--- src/rtl/pc_ras_unit.sv ---
// Program counter with an integrated circular return-address stack.
// Computes the next fetch PC and pushes/pops return addresses on call/return.
module pc_ras_unit #(
  parameter int unsigned WIDTH    = 16,
  parameter int unsigned DEPTH    = 8,
  parameter int unsigned PC_STEP  = 2,
  parameter logic [WIDTH-1:0] RESET_PC = '0
) (
  input  logic                       CLK,
  input  logic                       Reset,
  input  logic                       PCWrite,
  input  logic [1:0]                 PCSrc,
  input  logic [WIDTH-1:0]           TargetIn,
  input  logic                       Call,
  input  logic                       RegWrite,
  input  logic [WIDTH-1:0]           AIn,
  output logic [WIDTH-1:0]           PCOut,
  output logic [WIDTH-1:0]           RaOut,
  output logic [$clog2(DEPTH+1)-1:0] Depth,
  output logic                       StackEmpty,
  output logic                       StackFull,
  output logic                       Overflow,
  output logic                       Underflow
);

  localparam int unsigned PtrW   = $clog2(DEPTH);
  localparam int unsigned DepthW = $clog2(DEPTH+1);

  localparam logic [1:0] SrcSeq = 2'b00;
  localparam logic [1:0] SrcRel = 2'b01;
  localparam logic [1:0] SrcAbs = 2'b10;
  localparam logic [1:0] SrcRet = 2'b11;

  logic [WIDTH-1:0]  pc_q, pc_d;
  logic [PtrW-1:0]   top_q, top_d;
  logic [DepthW-1:0] depth_q, depth_d;
  logic              ovf_q, ovf_d;
  logic              unf_q, unf_d;
  logic [WIDTH-1:0]  mem_q [DEPTH];

  logic              wr_en;
  logic [PtrW-1:0]   wr_idx;
  logic [WIDTH-1:0]  wr_data;

  logic              empty, full;
  logic              do_push, do_pop;
  logic [WIDTH-1:0]  ret_addr;
  logic [WIDTH-1:0]  ra;
  logic [PtrW-1:0]   top_inc, top_dec;

  assign empty    = (depth_q == '0);
  assign full     = (depth_q == DepthW'(DEPTH));
  assign ra       = empty ? '0 : mem_q[top_q];
  assign ret_addr = pc_q + WIDTH'(PC_STEP);
  assign do_push  = PCWrite && Call;
  assign do_pop   = PCWrite && (PCSrc == SrcRet);

  // Explicit wrap so non-power-of-two depths still form a proper ring.
  assign top_inc = (top_q == PtrW'(DEPTH-1)) ? '0 : top_q + 1'b1;
  assign top_dec = (top_q == '0) ? PtrW'(DEPTH-1) : top_q - 1'b1;

  always_comb begin
    pc_d = pc_q;
    if (PCWrite) begin
      unique case (PCSrc)
        SrcSeq:  pc_d = ret_addr;
        SrcRel:  pc_d = pc_q + TargetIn;
        SrcAbs:  pc_d = TargetIn;
        SrcRet:  pc_d = empty ? RESET_PC : mem_q[top_q];
        default: pc_d = pc_q;
      endcase
    end
  end

  always_comb begin
    top_d   = top_q;
    depth_d = depth_q;
    ovf_d   = ovf_q;
    unf_d   = unf_q;
    wr_en   = 1'b0;
    wr_idx  = top_q;
    wr_data = ret_addr;

    if (do_push && do_pop) begin
      // Return and call together: replace top in place, depth unchanged.
      wr_en = 1'b1;
      if (empty) begin
        depth_d = DepthW'(1);
        unf_d   = 1'b1;
      end
    end else if (do_push) begin
      wr_en  = 1'b1;
      wr_idx = top_inc;
      top_d  = top_inc;
      if (full) begin
        ovf_d = 1'b1;
      end else begin
        depth_d = depth_q + 1'b1;
      end
    end else if (do_pop) begin
      if (empty) begin
        unf_d = 1'b1;
      end else begin
        depth_d = depth_q - 1'b1;
        top_d   = top_dec;
      end
    end else if (RegWrite) begin
      wr_en   = 1'b1;
      wr_data = AIn;
      if (empty) begin
        depth_d = DepthW'(1);
      end
    end
  end

  always_ff @(posedge CLK or posedge Reset) begin
    if (Reset) begin
      pc_q    <= RESET_PC;
      top_q   <= '0;
      depth_q <= '0;
      ovf_q   <= 1'b0;
      unf_q   <= 1'b0;
    end else begin
      pc_q    <= pc_d;
      top_q   <= top_d;
      depth_q <= depth_d;
      ovf_q   <= ovf_d;
      unf_q   <= unf_d;
    end
  end

  // Stack storage needs no reset; validity is tracked by depth_q.
  always_ff @(posedge CLK) begin
    if (wr_en) begin
      mem_q[wr_idx] <= wr_data;
    end
  end

  assign PCOut      = pc_q;
  assign RaOut      = ra;
  assign Depth      = depth_q;
  assign StackEmpty = empty;
  assign StackFull  = full;
  assign Overflow   = ovf_q;
  assign Underflow  = unf_q;

endmodule

--- config.mk ---
export PLATFORM = sky130hd
export DESIGN_NAME = pc_ras_unit
export DESIGN_NICKNAME = d
export VERILOG_FILES = /design/src/rtl/pc_ras_unit.sv
export SDC_FILE = /design/constraint.sdc
export NUM_CORES = 1
export LEC_CHECK = 0
export ABC_AREA = 0
export CORE_MARGIN = 4
export CORE_UTILIZATION = 38
export DETAILED_ROUTE_END_ITERATION = 8
export GPL_TIMING_DRIVEN = 0
export PLACE_DENSITY = 0.61
export SETUP_SLACK_MARGIN = 0.3
export SLEW_MARGIN = 10
export SYNTH_ARGS = -nofsm -noshare
export SYNTH_HDL_FRONTEND = slang
export SYNTH_SLANG_ARGS = --single-unit
--- constraint.sdc ---
create_clock -name CLK -period 2.71 [get_ports CLK]
set_clock_uncertainty 0.2 [all_clocks]
set_input_delay 0.4065 -clock CLK [delete_from_list [all_inputs] [get_ports CLK]]
set_output_delay 0.4065 -clock CLK [all_outputs]
set_load 0.02 [all_outputs]
==> reports/metrics.cfg, run 1 <==
[run_status]
outcome=finished clean

[cells_and_area]
fin_nets=871
num_antenna_cells=0
syn_to_final_growth_pct=42.4
final_common_cell=edfxtp_1
drive_above_1_share_pct=37.0
final_cell_mix=edfxtp_1 (128), nand2_1 (58), clkdlybuf4s50_1 (53), buf_4 (52), mux4_2 (30)

[floorplanning]
row_count=52
core_sq_um=20400
start_util_pct=38.9
io_pins=79
die_w_microns=153
die_y_microns=153
die-area_sq_um=23300

[min_path]
min_path_type=in -> reg
holdPathEnd=PCOut[1]$_DFFE_PP0P_
holdPathStages=3
hp-start=PCSrc[0]

[synthesis]
synthesis.area_sq_um=7950
yosysWarnings=0
synth_cell_types=59
synth.avg_cell_area_sq_um=12.5
synthArstFlopShare_pct=16.3
synth_seq_cells=153
synth_flop_cell=edfxtp_1
ys_seq_area_share_pct=56.2
synthCells=638
synth-edff-count=128
syn_nets=702

[drt]
via_per_inst=5.70
first_pass_iters=5
ant_nets=0
wl_microns=25700
post-route-drc-count=0
via_count=6210
wire_per_inst_microns=23.6
dr.first_iter.drc_count=566

[clock_network]
clkSinkCount=153
clkTransAtPathRegs_ns=0.07
cts_root_buf=clkbuf_16
cts_made_buffers=17
clockBufferDepth=2
htreeDepth=4
insertion_delay_ns=0.42
tritoncts=built

[pwr]
p_clk_share_pct=16.7
ir_drop_mv=0.580
power_frac_seq_pct=26.4
power.net_switching_mw=5.49
p_comb_share_pct=56.9
p_leak_nw=4.06
swShare_pct=39.4
p_int_mw=8.45
finalPower_mw=13.9
pwr_density_cell_nw_per_um2=1230

[global_routing]
grt_max_degree=26
track_usage_pct=21.4
overflow=0
grt_pass1_wl_microns=38400
first_global_vias=6334
antenna_found_initial=0

[critical_path]
cp.arrival_ns=2.08
critPathKind=reg -> out
cp-start-kind=flop
regToRegStartpoint=top_q[0]$_DFFE_PP0P_
crit_fanout=9
reg2reg_depth=7
crit_path_end_kind=primary output
required_ns=2.10
r2r_setup_slack_ns=0.20
reg2reg_to=PCOut[2]$_DFFE_PP0P_

[flow_run]
drv_cap=0

[timing]
slew_viol_final=0
final-hold-violation-count=0
worstMarginPinSlew_ns=1.13
period_needed_ns=2.69
fin_tns_setup_ns=0
clock.fmax_ghz=0.372
finalCritPeriodShare_pct=99.2
setup_viol=0
relSlewSlack_pct=24.7
rsz0062_at_grt=true
holdWs_ns=0.244

[placed_design]
gp_congestion=0.907
hpwl_microns=17100
port_buffers=75

==> synthesized netlist by cell type, types with 3 or more instances <==
library cell	number	area, sq um
edfxtp_1	128	3840
nand2_1	67	251
nor2_1	47	176
a21oi_1	44	220
o21ai_0	32	160
mux4_2	30	676
mux2i_1	27	270
dfrtp_1	25	626
ha_1	24	300
clkbuf_1	20	75.1
inv_1	16	60.1
xnor2_1	16	140
nand3_1	14	70.1
nor2b_1	11	68.8
nand4_1	9	56.3
xor2_1	9	78.8
a211oi_1	8	60.1
nor3_1	8	40.0
o22ai_1	7	43.8
a21o_1	6	45.0
a31oi_1	6	37.5
buf_2	6	30.0
o211ai_1	6	45.0
and3_1	5	31.3
mux2_2	5	56.3
nor3b_1	5	37.5
o21a_1	5	37.5
and2_1	4	25.0
a21boi_0	3	22.5
and4_1	3	26.3
buf_1	3	11.3
o31ai_1	3	22.5
or3_1	3	18.8
==> power by group through the flow <==
stage	sequential, mW	clock [mW]	combinational [mW]
floorplan	3.78	0	3.27
global placement	3.70	0	5.42
detailed placement	3.74	0	5.49
CTS	3.67	2.35	7.04
global route	3.74	2.48	8.37
finish	3.68	2.33	7.93
==> worst max path at each step <==
stage               slack (ns)                    to                  from  cells past startpoint
floorplan                 0.31  PCOut[4]$_DFFE_PP0P_  PCOut[0]$_DFFE_PP0P_                      9
global placement         -0.87              RaOut[5]  top_q[2]$_DFFE_PP0P_                      6
detailed placement       -0.92              RaOut[5]  top_q[2]$_DFFE_PP0P_                      6
CTS                      -0.03              RaOut[5]  top_q[0]$_DFFE_PP0P_                      6
global route             -0.04             RaOut[11]  top_q[0]$_DFFE_PP0P_                      6
finish                    0.02              RaOut[0]  top_q[0]$_DFFE_PP0P_                      6
==> layer usage <==
layer  track usage (%)  vias to the layer above  wire, microns
li1                  -                     2791              -
met1              27.3                     3090          10100
met2              36.8                      265          13100
met3              4.57                       64           1640
met4              6.41                        0            909
met5                 0                        -              0
==> worst max-delay path, stage by stage (launching register included) <==
cell and delay (ns):
dfrtp_2 0.39, buf_12 0.15, buf_12 0.12, mux4_2 0.52, mux2i_4 0.26, nor2_4 0.07, buf_6 0.13
==> state kept, by name, summed over array words and instances (netlist names) <==
name	flops
top_q	3
mem_q	128
Overflow	1
PCOut	16
Underflow	1
Depth	4
==> metrics by stage <==
step | instances | utilization, % | cell area [sq um] | worst slack, ns
6_report | 1090 | 55.4 | 11300 | 0.0229
3_5_place_dp | 983 | 44.9 | 9170 | -0.918
4_1_cts | 1064 | 52.7 | 10800 | -0.0283
3_3_place_gp | 983 | 44.9 | 9170 | -0.867
5_1_grt | 1090 | 55.4 | 11300 | -0.0363
2_1_floorplan | 638 | - | 8080 | 0.310
==> logic make-up (layout without fill, tap and decap cells) <==
logic type               after synthesis  after routing  synth area share, %
buffers and inverters                 49            231                 2.55
XOR/XNOR                              25             25                 2.76
flip-flops                           153            153                 56.2
multiplexers                          62             62                 12.6
AO/OA/AOI/OAI                        142            142                 11.1
AND/OR/NAND/NOR                      182            182                 10.7
adder cells (fa/ha/maj)               25             25                 4.03
==> final cells by class <==
| cell class | count | area [sq um] |
|---|---|---|
| Sequential cell | 153 | 4490 |
| Tap cell | 270 | 338 |
| Clock inverter | 13 | 144 |
| Clock buffer | 19 | 433 |
| Fill cell | 1643 | 9110 |
| Timing Repair Buffer | 150 | 1570 |
| Multi-Input combinational cell | 436 | 3970 |
| Inverter | 18 | 82.6 |
| Buffer | 31 | 293 |
==> repair_timing <==
item	in CTS	in global routing
buffers inserted	49	22
hold buffers	0	0
pin swaps	23	22
hold endpoints to repair	0	0
resized for setup	244	79
gates cloned	0	4
endpoints found under the setup margin	298	260
No activity file was read; power rests on OpenSTA's default activity.
==> run 2: changes to the inputs <==
--- a/config.mk
+++ b/config.mk
@@ -9,7 +9,6 @@
 export CORE_MARGIN = 4
 export CORE_UTILIZATION = 38
 export DETAILED_ROUTE_END_ITERATION = 8
-export GPL_TIMING_DRIVEN = 0
 export PLACE_DENSITY = 0.61
 export SETUP_SLACK_MARGIN = 0.3
 export SLEW_MARGIN = 10
==> run 2 against run 1 <==
The run now ends with negative setup slack left. Routed wire length decreased by 5.3%. Register-to-register slack got worse by 0.15 ns. Combinational power decreased by 3.3%. Sequential power decreased by 1%. Cell area increased by 1.3%. Critical path type unchanged. Critical endpoint is now RaOut[15]. Largest power group unchanged. Highest routed layer unchanged.
==> reports/metrics.cfg, run 2 (synthesized netlist as in run 1, its figures left out) <==
[pwr]
p_leak_nw=4.29  ; was 4.06 nW
pwr_density_cell_nw_per_um2=1200  ; was 1230 nW/um^2
ir_drop_mv=0.448  ; was 0.580 mV
finalPower_mw=13.8  ; was 13.9 mW

[timing]
worstMarginPinSlew_ns=0.484  ; was 1.13 ns
rsz0062_at_grt=true  ; unchanged
final-hold-violation-count=0  ; unchanged
finalCritPeriodShare_pct=103  ; was 99.2%
slew_viol_final=0  ; unchanged
clock.fmax_ghz=0.359  ; was 0.372 GHz
final.setup.worst_slack_ns=-0.0731  ; was 0.0229 ns
setup_viol=11  ; was 0
period_needed_ns=2.78  ; was 2.69 ns
relSlewSlack_pct=67.7  ; was 24.7%

[critical_path]
crit_fanout=8  ; was 9
crit_path_end_kind=primary output  ; unchanged
cp.arrival_ns=2.18  ; was 2.08 ns
critPathKind=reg -> out  ; unchanged
cp-start-kind=flop  ; unchanged
required_ns=2.10  ; about the same
crit_start=top_q[0]$_DFFE_PP0P_  ; unchanged
regToRegStartpoint=top_q[0]$_DFFE_PP0P_  ; unchanged

[global_routing]
antenna_found_initial=0  ; unchanged
overflow=0  ; unchanged
first_global_vias=6228  ; was 6334
grt_max_degree=33  ; was 26
grt_pass1_wl_microns=36200  ; was 38400 microns
track_usage_pct=20.0  ; was 21.4%

[clock_network]
tritoncts=built  ; unchanged
insertion_delay_ns=0.42  ; about the same
clkSinkCount=153  ; unchanged
clkTransAtPathRegs_ns=0.07  ; about the same
cts_root_buf=clkbuf_16  ; unchanged
cts_made_buffers=17  ; unchanged
clockBufferDepth=2  ; unchanged
htreeDepth=4  ; unchanged

[cells_and_area]
final_common_cell=edfxtp_1  ; unchanged
drive_above_1_share_pct=36.7  ; was 37.0%
regMostFlops=mem_q  ; unchanged
fin_nets=915  ; was 871
num_antenna_cells=0  ; unchanged
syn_to_final_growth_pct=44.3  ; was 42.4%
final_cell_mix=edfxtp_1 (128), buf_4 (124), nand2_1 (62), clkdlybuf4s50_1 (57), a21oi_1 (32)  ; was edfxtp_1 (128), nand2_1 (58), clkdlybuf4s50_1 (53), buf_4 (52), mux4_2 (30)
finalInstanceArea_sq_um=11500  ; was 11300 sq um
largest_reg_flops=128  ; unchanged

[drt]
wl_microns=24400  ; was 25700 microns
via_count=6146  ; was 6210
first_pass_iters=5  ; unchanged
dr.first_iter.drc_count=414  ; was 566
via_per_inst=5.42  ; was 5.70
ant_nets=0  ; unchanged
wire_per_inst_microns=21.5  ; was 23.6 microns
post-route-drc-count=0  ; unchanged

[floorplanning]
die-area_sq_um=23300  ; unchanged
die_y_microns=153  ; unchanged
core_sq_um=20400  ; unchanged
io_pins=79  ; unchanged
row_count=52  ; unchanged
die_w_microns=153  ; unchanged
start_util_pct=38.9  ; unchanged

[placed_design]
gp_congestion=0.916  ; was 0.907
dpl_cell_area_sq_um=9890  ; was 9170 sq um
hpwl_microns=16400  ; was 17100 microns
port_buffers=78  ; was 75
dp_slack_ns=-0.361  ; was -0.918 ns

[flow_run]
drv_cap=0  ; unchanged

[run_status]
violations=negative setup slack
outcome=finished, violations left  ; was finished clean

[min_path]
min_path_type=in -> async  ; was in -> reg

-- run 2: cell types whose count changed in the layout (fill, tap and decap cells not counted), sizes merged, moves of 2 or more --
cell,change
dlygate4sd2,-2
inv,+4
clkinv,-4
buf,+59
clkdlybuf4s50,+4
clkbuf,-19
-- run 2: final timing paths --
check / end / slack [ns] / cells after the start
setup / recovery: RaOut[15] / -0.07 / 8
hold / removal: PCOut[15]$_DFFE_PP0P_ / 0.15 / 3
setup reg to reg: PCOut[4]$_DFFE_PP0P_ / 0.05 / 8
hold reg to reg: Overflow$_DFFE_PP0P_ / 0.27 / 1
max in group asynchronous: PCOut[4]$_DFFE_PP0P_ / 1.84 / 3
min in group CLK: Overflow$_DFFE_PP0P_ / 0.27 / 1
-- run 2: per-stage QoR --
stage          setup TNS (ns)  instances  util (%)  hold WS (ns)
2_1_floorplan               0        638         -         0.234
5_1_grt                 -1.78       1134      56.1         0.226
4_1_cts                -0.615       1115      54.0         0.160
3_3_place_gp           -26.64       1057      48.4         0.241
6_report               -0.567       1134      56.1         0.153
3_5_place_dp           -36.92       1057      48.4         0.260
-- run 2: cell type report --
type,instances,area [sq um]
sequential,153,4480
inverter,18,72.6
multi-input combinational,436,3750
timing repair buffer,225,2220
fill,1646,8960
clock buffer,18,429
tap,270,338
clock inverter,14,185
-- run 2: timing repair --
item	4_1_cts	5_1_grt
resized for setup	135	61
hold endpoints to repair	0	0
cloned	3	1
setup buffers	23	18
pin swaps	13	22
hold buffers	0	0
endpoints found under the setup margin	202	194
-- run 2: layer usage --
| metal | track usage (%) | part of all wire, % |
|---|---|---|
| met1 | 26.9 | 43 |
| met2 | 34.1 | 50 |
| met3 | 3.29 | 5.3 |
| met4 | 5.13 | 2.1 |
| met5 | 0 | 0 |
-- run 2: worst max-delay path, stage by stage (launching register included) --
cell and delay, ns:
dfrtp_2 0.50, buf_12 0.17, buf_16 0.13, buf_12 0.12, buf_12 0.13, mux2i_2 0.15, a21oi_1 0.15, and4_4 0.26
buf_6 0.13
-- run 2: where the power goes --
part	switching [mW]	internal, mW	leakage, nW	total, mW
Combinational	3.86	3.80	2.55	7.67
Sequential	0.349	3.30	1.45	3.64
Clock	1.00	1.47	0.296	2.48
Total	5.21	8.57	4.29	13.8
==> run 3: changes to the inputs <==
--- a/config.mk
+++ b/config.mk
@@ -10,7 +10,6 @@
 export CORE_UTILIZATION = 38
 export DETAILED_ROUTE_END_ITERATION = 8
 export PLACE_DENSITY = 0.61
-export SETUP_SLACK_MARGIN = 0.3
 export SLEW_MARGIN = 10
 export SYNTH_ARGS = -nofsm -noshare
 export SYNTH_HDL_FRONTEND = slang
==> run 3 against run 2 <==
The flow now finishes without violations. Register-to-register slack improved by 0.07 ns. Power is 8.9% lower. Flip-flop and latch count stayed put. Via count shrank 1.5%. Cell area down 5.3%. Cell count fell by 0.71%. Fmax up 2.8%. Clock power decreased by 8.1%. Critical endpoint is now RaOut[11]. Combinational power down 13%. Die area did not move. Clock-buffer cell count down 1. Largest power group unchanged.
==> reports/metrics.cfg, run 3 (synthesized netlist as in run 1, its figures left out) <==
[pwr]
p_int_mw=7.66  ; was 8.57 mW
pwr_density_cell_nw_per_um2=1160  ; was 1200 nW/um^2
p_clk_share_pct=18.1  ; was 18.0%
power_frac_seq_pct=28.6  ; was 26.4%
finalPower_mw=12.6  ; was 13.8 mW
ir_drop_mv=0.520  ; was 0.448 mV
power.net_switching_mw=4.91  ; was 5.21 mW
p_leak_nw=4.08  ; was 4.29 nW
p_comb_share_pct=53.3  ; was 55.6%
swShare_pct=39.1  ; was 37.8%

[placed_design]
port_buffers=78  ; unchanged
dpl_cell_area_sq_um=10000  ; was 9890 sq um
dp_cells=1082  ; was 1057
gp_congestion=0.900  ; was 0.916
hpwl_microns=17000  ; was 16400 microns
dp_slack_ns=-0.586  ; was -0.361 ns

[drt]
ant_nets=0  ; unchanged
via_count=6052  ; was 6146
dr.first_iter.drc_count=376  ; was 414
first_pass_iters=7  ; was 5
wire_per_inst_microns=20.3  ; was 21.5 microns
post-route-drc-count=0  ; unchanged
via_per_inst=5.37  ; was 5.42
wl_microns=22800  ; was 24400 microns

[global_routing]
overflow=0  ; unchanged
first_global_vias=6284  ; was 6228
grt_pass1_wl_microns=35500  ; was 36200 microns
grt_busiest_layer=met2  ; unchanged
grt_max_degree=36  ; was 33
use_met2_pct=34.0  ; was 34.1%
antenna_found_initial=0  ; unchanged
use_met3_pct=3.12  ; was 3.29%
track_usage_pct=19.6  ; was 20.0%
use_met1_pct=24.8  ; was 26.9%

[timing]
worstMarginPinSlew_ns=0.567  ; was 0.484 ns
relSlewSlack_pct=62.1  ; was 67.7%
rsz0062_at_grt=true  ; unchanged
period_needed_ns=2.71  ; was 2.78 ns
clock.fmax_ghz=0.369  ; was 0.359 GHz
holdWs_ns=0.145  ; was 0.153 ns
final.setup.worst_slack_ns=0.00348  ; was -0.0731 ns
finalCritPeriodShare_pct=99.9  ; was 103%
final-hold-violation-count=0  ; unchanged
setup_viol=0  ; was 11
slew_viol_final=0  ; unchanged

[cells_and_area]
final_cells=1126  ; was 1134
largest_reg_flops=128  ; unchanged
regMostFlops=mem_q  ; unchanged
finalInstanceArea_sq_um=10900  ; was 11500 sq um
drive_above_1_share_pct=31.0  ; was 36.7%
fin_nets=907  ; was 915
final_cell_mix=edfxtp_1 (128), buf_4 (128), nand2_1 (64), clkdlybuf4s50_1 (61), a21oi_1 (40)  ; was edfxtp_1 (128), buf_4 (124), nand2_1 (62), clkdlybuf4s50_1 (57), a21oi_1 (32)
syn_to_final_growth_pct=36.7  ; was 44.3%
num_antenna_cells=0  ; unchanged

[flow_run]
drv_cap=0  ; unchanged

[floorplanning]
die_w_microns=153  ; unchanged
die_y_microns=153  ; unchanged
die-area_sq_um=23300  ; unchanged
row_count=52  ; unchanged
io_pins=79  ; unchanged
core_sq_um=20400  ; unchanged
start_util_pct=38.9  ; unchanged

[clock_network]
cts_made_buffers=17  ; unchanged
ctsHoldBuffers=0  ; unchanged
clkSinkCount=153  ; unchanged
clkTransAtPathRegs_ns=0.07  ; about the same
tritoncts=built  ; unchanged
htreeDepth=4  ; unchanged
clockBufferDepth=2  ; unchanged
insertion_delay_ns=0.42  ; about the same
cts_root_buf=clkbuf_16  ; unchanged

[min_path]
min_path_type=in -> async  ; unchanged

[critical_path]
cp.arrival_ns=2.10  ; was 2.18 ns
crit_fanout=10  ; was 8
critPathKind=reg -> out  ; unchanged
crit_path_end_kind=primary output  ; unchanged
cp-start-kind=flop  ; unchanged
required_ns=2.10  ; about the same
reg2reg_depth=7  ; was 8

[run_status]
outcome=finished clean  ; was finished, violations left

-- run 3: per-layer routing --
metal | vias up | share of wire, %
met1 | 2979 | 42
li1 | 2858 | -
met2 | 175 | 51
met3 | 40 | 4.6
met5 | - | 0
met4 | 0 | 2.6
-- run 3: critical path, cell delays in order (launching register included) --
cell             delay, ns
dfrtp_2               0.42
buf_12                0.16
mux4_2                0.52
mux2i_2               0.20
nor2_2                0.10
clkdlybuf4s15_2       0.26
-- run 3: through the flow --
step	utilization [%]	setup TNS [ns]
finish	53.2	0
global route	53.2	-0.298
CTS	52.2	-0.196
detailed placement	49.0	-44.28
global placement	49.0	-37.43
floorplan	-	-4.78
-- run 3: path summary, 6_finish.rpt --
| check | startpoint | to | slack (ns) |
|---|---|---|---|
| max in group asynchronous | Reset | top_q[0]$_DFFE_PP0P_ | 1.87 |
| min | Reset | Depth[3]$_DFFE_PP0P_ | 0.15 |
| min reg2reg | Underflow$_DFFE_PP0P_ | Underflow$_DFFE_PP0P_ | 0.25 |
| max reg2reg | top_q[0]$_DFFE_PP0P_ | mem_q[6][3]$_DFFE_PP_ | 0.12 |
| max | top_q[0]$_DFFE_PP0P_ | RaOut[11] | 0.003 |
| min in group CLK | Underflow$_DFFE_PP0P_ | Underflow$_DFFE_PP0P_ | 0.25 |
-- run 3: cell type report --
| cell class | instances | area [sq um] |
|---|---|---|
| clock buffer | 17 | 425 |
| timing repair buffer | 217 | 1930 |
| fill | 1756 | 9570 |
| sequential | 153 | 4470 |
| inverter | 18 | 67.6 |
| multi-input combinational | 436 | 3470 |
| clock inverter | 15 | 158 |
| tap | 270 | 338 |
-- run 3: timing repair --
action | CTS | global route
endpoints found under the setup margin | 33 | 72
gates cloned | 1 | 1
gates resized for setup | 80 | 36
pin swaps | 0 | 7
setup buffers | 2 | 9
-- run 3: power groups by stage --
stage / combinational [mW] / clock (mW) / sequential, mW
3_5_place_dp: 6.27 / 0 / 3.64
2_1_floorplan: 3.18 / 0 / 3.77
5_1_grt: 7.19 / 2.44 / 3.65
6_report: 6.69 / 2.28 / 3.60
4_1_cts: 6.34 / 2.32 / 3.61
3_3_place_gp: 6.22 / 0 / 3.62
